[config.mk]
export PLATFORM = sky130hd
export DESIGN_NAME = calculation
export DESIGN_NICKNAME = d
export VERILOG_FILES = /design/src/rtl/calc_pkg.sv /design/src/rtl/calc_mul_pe.sv /design/src/rtl/calculation.sv
export SDC_FILE = /design/constraint.sdc
export NUM_CORES = 2
export LEC_CHECK = 0
export BUFFER_PORTS_ARGS = -buffer_cell sky130_fd_sc_hd__clkbuf_2
export CAP_MARGIN = 20
export CORE_UTILIZATION = 60
export CTS_BUF_LIST = sky130_fd_sc_hd__clkbuf_8 sky130_fd_sc_hd__clkbuf_16
export CTS_CLUSTER_DIAMETER = 30
export DETAILED_ROUTE_END_ITERATION = 8
export GPL_TIMING_DRIVEN = 0
export HOLD_SLACK_MARGIN = 0.06
export PLACE_DENSITY_LB_ADDON = 0.15
export REMOVE_ABC_BUFFERS = 1
export SYNTH_ARGS = -nofsm -noshare
export SYNTH_HDL_FRONTEND = slang
export SYNTH_SLANG_ARGS = --single-unit
[constraint.sdc]
create_clock -name clk -period 5.83 [get_ports clk]
set_clock_uncertainty 0.15 [all_clocks]
set_input_delay 0.583 -clock clk [delete_from_list [all_inputs] [get_ports clk]]
set_output_delay 0.583 -clock clk [all_outputs]
set_load 0.02 [all_outputs]
[src/rtl/calc_pkg.sv]
// Shared sizing for the dot-product pipeline: vector geometry and the
// bit width carried at each level of the adder tree.
package calc_pkg;

    localparam int N_ELEM = 16;
    localparam int DATA_W = 8;
    localparam int OUT_W  = 20;

    // Each tree level widens by one bit so a pairwise sum can never carry out.
    localparam int PROD_W = 2 * DATA_W;   // 16
    localparam int SUM1_W = PROD_W + 1;   // 17
    localparam int SUM2_W = PROD_W + 2;   // 18
    localparam int SUM3_W = PROD_W + 3;   // 19
    localparam int SUM4_W = PROD_W + 4;   // 20

endpackage : calc_pkg

[src/rtl/calc_mul_pe.sv]
// One lane of the dot product: unsigned DATA_W x DATA_W multiply with a
// registered, full-width product.
module calc_mul_pe
    import calc_pkg::*;
#(
    parameter int DATA_W = calc_pkg::DATA_W
) (
    input  logic                  clk,
    input  logic                  rst,
    input  logic [DATA_W-1:0]     a,
    input  logic [DATA_W-1:0]     b,
    output logic [2*DATA_W-1:0]   prod
);

    // Product register; operands are zero-extended so the multiply is unsigned and exact.
    always_ff @(posedge clk) begin
        if (rst) begin
            prod <= {(2*DATA_W){1'b0}};
        end else begin
            prod <= {{DATA_W{1'b0}}, a} * {{DATA_W{1'b0}}, b};
        end
    end

endmodule : calc_mul_pe

[src/rtl/calculation.sv]
// Fully pipelined unsigned dot product of two packed N_ELEM-element vectors.
// Stage 1 registers the lane products, stages 2-5 form a binary adder tree
// that grows one bit per level, so the result is exact. The tree is built for
// N_ELEM = 16 (four adder levels). One new A/B pair is accepted every cycle.
module calculation
    import calc_pkg::*;
#(
    parameter int N_ELEM = calc_pkg::N_ELEM,
    parameter int DATA_W = calc_pkg::DATA_W,
    parameter int OUT_W  = calc_pkg::OUT_W
) (
    input  logic                       clk,
    input  logic                       rst,
    input  logic [N_ELEM*DATA_W-1:0]   A,
    input  logic [N_ELEM*DATA_W-1:0]   B,
    output logic [OUT_W-1:0]           reg_out_O
);

    localparam int P_W  = 2 * DATA_W;
    localparam int S1_W = P_W + 1;
    localparam int S2_W = P_W + 2;
    localparam int S3_W = P_W + 3;
    localparam int S4_W = P_W + 4;

    logic [P_W-1:0]  prod [N_ELEM];
    logic [S1_W-1:0] sum1 [N_ELEM/2];
    logic [S2_W-1:0] sum2 [N_ELEM/4];
    logic [S3_W-1:0] sum3 [N_ELEM/8];

    // Stage 1: one multiplier lane per element; inputs feed the multipliers directly.
    for (genvar i = 0; i < N_ELEM; i++) begin : g_mul
        calc_mul_pe #(
            .DATA_W (DATA_W)
        ) u_pe (
            .clk  (clk),
            .rst  (rst),
            .a    (A[i*DATA_W +: DATA_W]),
            .b    (B[i*DATA_W +: DATA_W]),
            .prod (prod[i])
        );
    end

    // Stage 2: pairwise sums of products.
    for (genvar j = 0; j < N_ELEM/2; j++) begin : g_lvl1
        // Level-1 adder register.
        always_ff @(posedge clk) begin
            if (rst) begin
                sum1[j] <= {S1_W{1'b0}};
            end else begin
                sum1[j] <= {1'b0, prod[2*j]} + {1'b0, prod[2*j+1]};
            end
        end
    end

    // Stage 3: pairwise sums of level-1 results.
    for (genvar j = 0; j < N_ELEM/4; j++) begin : g_lvl2
        // Level-2 adder register.
        always_ff @(posedge clk) begin
            if (rst) begin
                sum2[j] <= {S2_W{1'b0}};
            end else begin
                sum2[j] <= {1'b0, sum1[2*j]} + {1'b0, sum1[2*j+1]};
            end
        end
    end

    // Stage 4: pairwise sums of level-2 results.
    for (genvar j = 0; j < N_ELEM/8; j++) begin : g_lvl3
        // Level-3 adder register.
        always_ff @(posedge clk) begin
            if (rst) begin
                sum3[j] <= {S3_W{1'b0}};
            end else begin
                sum3[j] <= {1'b0, sum2[2*j]} + {1'b0, sum2[2*j+1]};
            end
        end
    end

    // Stage 5: final sum straight into the output register.
    always_ff @(posedge clk) begin
        if (rst) begin
            reg_out_O <= {OUT_W{1'b0}};
        end else begin
            reg_out_O <= OUT_W'({1'b0, sum3[0]} + {1'b0, sum3[1]});
        end
    end

    // Width of the final level, kept for readers checking OUT_W against the tree.
    localparam int TREE_OUT_W = S4_W;

endmodule : calculation

======== After elaboration in Yosys (flattened, before gate mapping) ========
Memory sizes are Yosys's and may differ from the RTL's.
Index checks and enable logic that the tools add are counted.
cells by class
  bitwise gates (word level) .............. 14
  $add $sub $neg .......................... 15
  mux-type cells .......................... 17
  multiply operators ...................... 16
operator list
  operator                                      count
  8-bit by 8-bit multiplier with 16-bit output  16
  16-bit by 16-bit adder with 17-bit output     8
  17-bit 2-to-1 mux                             8
  17-bit by 17-bit adder with 18-bit output     4
  18-bit 2-to-1 mux                             4
  18-bit by 18-bit adder with 19-bit output     2
  19-bit 2-to-1 mux                             2
  19-bit by 19-bit adder with 20-bit output     1
  1-bit bitwise OR                              14
  1-bit 2-to-1 mux                              3
word-level totals
  memory bits (writable) .................. 246
  flip-flop bits (word level) ............. 276
  output and inout port bits .............. 20
  input bits .............................. 258
  logic and storage cells ................. 82
  memories ................................ 3
memories
  name  depth  bits a word  rd ports  clocked after Yosys merged registers in  write ports  line               text
  sum1  8      17           8         0                                        8            calculation.sv:26  logic [S1_W-1:0] sum1 [N_ELEM/2];
  sum2  4      18           4         0                                        4            calculation.sv:27  logic [S2_W-1:0] sum2 [N_ELEM/4];
  sum3  2      19           2         0                                        2            calculation.sv:28  logic [S3_W-1:0] sum3 [N_ELEM/8];

======== Depth between registers and ports, before layout ========
  depth after elaboration ................. 3
  depth in mapped cells ................... 17
  gate-level depth less buffers ........... 17

======== By module ========
A second synthesis with hierarchy kept.
unflattened totals
  cell total of the unflattened synthesis .. 6,362
  area total of the unflattened synthesis .. 57,408.8 sq um
modules (own cells, without submodules)
  module                            seq. area each (sq um)  area an instance (sq um)  cells each  times used
  calc_mul_pe at g_mul[0].u_pe ...  320.3                   2,528.7                   278         8
  calculation                       5,325.1                 17,093.9                  1,932       1
  calc_mul_pe at g_mul[6].u_pe ...  320.3                   2,508.7                   276         3
  calc_mul_pe at g_mul[3].u_pe ...  320.3                   2,506.2                   276         2
  calc_mul_pe at g_mul[2].u_pe      320.3                   2,537.4                   279         1
  calc_mul_pe at g_mul[5].u_pe      320.3                   2,513.7                   276         1
  calc_mul_pe at g_mul[7].u_pe      320.3                   2,496.1                   271         1

======== Least setup slack after synthesis ========
Ideal clock, no wire load.
  path kind ............................... input -> register
  start ................................... in A[45]
  end ..................................... reg g_mul[5].u_pe.prod[14]
  arrival ................................. 4,310 ps
  buffers on the path ..................... 0
  setup time .............................. 121 ps
  required time ........................... 5,559 ps
  stages on the path ...................... 15
  slack ................................... 1,249 ps
  cells stage by stage .................... and2_1 fa_1 inv_1 fa_1 inv_1 fa_1 inv_1 fa_1 inv_1 ha_1 or3_1 o21ai_0 o211ai_1 a21oi_1 mux2_2
between the ends
  cells in the longest elaborated chain, start to end .. 1
RTL lines
  item                                          line               text
  from (decl)                                   calculation.sv:14  input logic [N_ELEM*DATA_W-1:0] A,
  8-bit by 8-bit multiplier with 16-bit output  calc_mul_pe.sv:20  prod <= {{DATA_W{1'b0}}, a} * {{DATA_W{1'b0}}, b};
  to (signal assigned)                          calc_mul_pe.sv:18  prod <= {(2*DATA_W){1'b0}};
  to (signal assigned)                          calc_mul_pe.sv:20
  to (decl)                                     calc_mul_pe.sv:12  output logic [2*DATA_W-1:0] prod
No other way between the ends.
A chain may end at the register's enable or synchronous reset.

======== Worst setup path after layout ========
  start ................................... in B[90]
  end ..................................... reg g_mul[11].u_pe.prod[15]
between the ends
  cells in the longest elaborated chain, start to end .. 1
RTL lines
  item                                          line               text
  from (decl)                                   calculation.sv:15  input logic [N_ELEM*DATA_W-1:0] B,
  8-bit by 8-bit multiplier with 16-bit output  calc_mul_pe.sv:20
  to (signal assigned)                          calc_mul_pe.sv:18
  to (signal assigned)                          calc_mul_pe.sv:20
  to (decl)                                     calc_mul_pe.sv:12
No other way between the ends.

==> qor.txt <==
post-CTS setup buffer count -> 0
Leak -> 31.7 nW
fraction of registers with async set/reset -> 0
area added between synthesis and finish -> 11.2%
switching share of power -> 0.411
die width -> 308 µm
sequential power share -> 0.218
share of layout cells above drive strength 1 -> 0.0751
Congestion Overflow GR -> 0
pwr dens -> 383 nW/µm²
dpl hpwl -> 96100 µm
internal power -> 14.1 mW
CTS buffer count -> 102
HP Class -> primary input to flop
clk sink count -> 522
peak fanout along the critical path -> 8
I/O pin count -> 278
Comb pwr share -> 0.542
CTS tree -> yes
final setup vio count -> 0
Final period util -> 0.797
Max H-tree Level -> 3
Psw -> 9.85 mW
most frequent CP cell -> fa_1
cell family with most CP delay -> adder cells
count leader, synth -> inv_1
Synth Area in Compound Gates -> 0.109
Syn Inst Count -> 6309
final count of pins violating max slew -> 0
RSZ-0062 raised after global routing -> false
worst vdd ir -> 0.236 mV
total power -> 24.0 mW
WL final -> 119000 µm
leading cell types by count after synthesis -> inv_1 (909), ha_1 (827), and2_1 (822)
Rows -> 112
Syn Std Cell Area -> 56300 µm²
clock slew at reported path FFs -> 0.05 ns
Setup crit end kind -> flop
CTS root buffer -> clkbuf_16
worst-margin pin slew -> 0.845 ns
CP Cell Sequence -> clkbuf_2, and2_1, fa_1, fa_1, inv_1, fa_1, fa_1, inv_1, ha_1, o21ai_0, a21oi_1, o211ai_1, a21oi_1, nor4_1, nor2_1, o21ai_0
Slew headroom -> 0.422
count of unique library cells instantiated by Yosys -> 59
initial antenna violation count -> 4
Final Critical Period -> 4.65 ns
die span in y -> 308 µm
Final ANT Viol Nets -> 0
max incr delay on CP -> 0.51 ns
mux contribution to synthesized area -> 0.00300
WP buf/inv -> 3
first-pass GRT wire length -> 207000 µm
wire per inst -> 14.9 µm
Ys Warns -> 0
Resize count post-CTS -> 0
clk buf depth -> 3
Iteration-0 DRC Markers -> 1869
post-synth top area share -> 0.210
drt drc -> 0
via count -> 42800
clock share of power -> 0.240
main flop type after synthesis -> dfxtp_1
drt first pass iters -> 5
via-per-instance ratio -> 5.37
WHS -> 0.171 ns
worst-skew pair later-pin latency -> 0.64 ns
Yosys reg bits -> 522
setup tns final -> 0 ns
status -> finished, final reports clean
CP Launch Type -> primary input
Max Fclk -> 0.215 GHz
placed instance count -> 7775
vias in the first global route -> 44200
Synth area leader -> fa_1
Worst path slowest cell -> fa_1
PnR worst setup slack -> 1.18 ns
fin cells -> 7968
sequential area share after synthesis -> 0.186
largest cells by area after synthesis -> fa_1 (21%), dfxtp_1 (19%), ha_1 (18%), and2_1 (9.1%), inv_1 (6.1%)
Hold Violations, Final -> 0
XOR/XNOR Fraction of Synth Area -> 0.0420
die area -> 95100 µm²
nets@finish -> 8301
largest net degree at the start of global routing -> 153
Core ar. -> 93200 µm²
cts hold-fix bufs -> 0
Avg Cell Area, Syn -> 8.93 µm²
RePlAce Congestion -> 0.873
Post-Synth Simple-Gate Area -> 0.202
largest family of logic cells by synthesized area -> adder cells
Worst Path Arrival -> 4.95 ns
EDFF count, synth -> 0
Adder-Cell Fraction of Synth Area -> 0.394
WS Path Type -> primary input to flop
All-Layer GR Usage -> 0.261
Port Buffer Count -> 277
Initial Util -> 0.604
MaxCap Viol Count -> 0
Placement Setup Slack -> 0.531 ns
Critical Path RT -> 6.13 ns
[final timing paths]
| kind | start | slack (ns) | cells past startpoint | endpoint |
|---|---|---|---|---|
| worst max-delay path | B[90] | 1.18 | 16 | g_mul[11].u_pe.prod[15]$_SDFF_PP0_ |
| worst min-delay path | B[56] | 0.17 | 2 | g_mul[7].u_pe.prod[0]$_SDFF_PP0_ |
| worst max register to register | sum1[0][0]$_SDFF_PP0_ | 2.80 | 10 | sum2[0][16]$_SDFF_PP0_ |
| worst min register to register | g_mul[9].u_pe.prod[0]$_SDFF_PP0_ | 0.40 | 2 | sum1[1][0]$_SDFF_PP0_ |
[flip-flops by register name, indices dropped and copies added, names as in the netlist]
signal,count
g_mul.u_pe.prod,256
reg_out_O,20
sum1,136
sum2,72
sum3,38
[power by group through the flow]
stage / Sequential [mW] / Combinational (mW) / Clock (mW)
final: 5.21 / 13.0 / 5.76
after global routing: 5.29 / 14.9 / 6.06
after CTS: 5.23 / 13.1 / 5.87
after detailed placement: 5.27 / 12.9 / 0
after global placement: 5.32 / 12.7 / 0
after floorplan: 5.06 / 10.0 / 0
[through the flow]
| stage | instance area, µm² | util |
|---|---|---|
| after floorplan | 56100 | - |
| after global placement | 59000 | 0.633 |
| after detailed placement | 59200 | 0.635 |
| after CTS | 62600 | 0.672 |
| after global routing | 62600 | 0.672 |
| final | 62600 | 0.672 |
[cell families (layout without fill, tap and decap cells)]
kind of cell	Yosys count	after routing
flip-flops	522	522
buffers and inverters	978	1380
XOR/XNOR	270	270
multiplexers	15	15
adder cells (fa/ha/maj)	1418	1418
AO/OA/AOI/OAI	945	945
AND/OR/NAND/NOR	2161	2161
other	0	3
[per-layer routing]
metal	GRT usage	share of wire	up-vias
met5	0	0.00021	-
met3	0.0288	0.033	181
met1	0.333	0.44	20600
li1	-	-	21300
met2	0.463	0.50	705
met4	0.0743	0.024	4
[cell usage in the layout, fill, tap and decap left out, types with 110 or more instances in the layout]
cell type / count
dfxtp_1: 522
and2_1: 822
a21oi_1: 219
inv_1: 913
xor2_1: 140
xnor2_1: 130
nor2b_1: 171
nor2_1: 477
nor3_1: 113
ha_1: 827
nand2_1: 343
fa_1: 591
clkbuf_2: 276
a21o_1: 110
o21ai_0: 211
[cell type report]
class	instances	area (µm²)
clock inverters	79	806
flip-flops and latches	522	10500
inverters	909	3410
well taps	1254	1570
fillers	7738	30500
repair buffers	281	1510
diodes	3	7.51
clock buffers	111	2680
multi-input cells	4809	42200
Power figures use the tool's default switching activity.
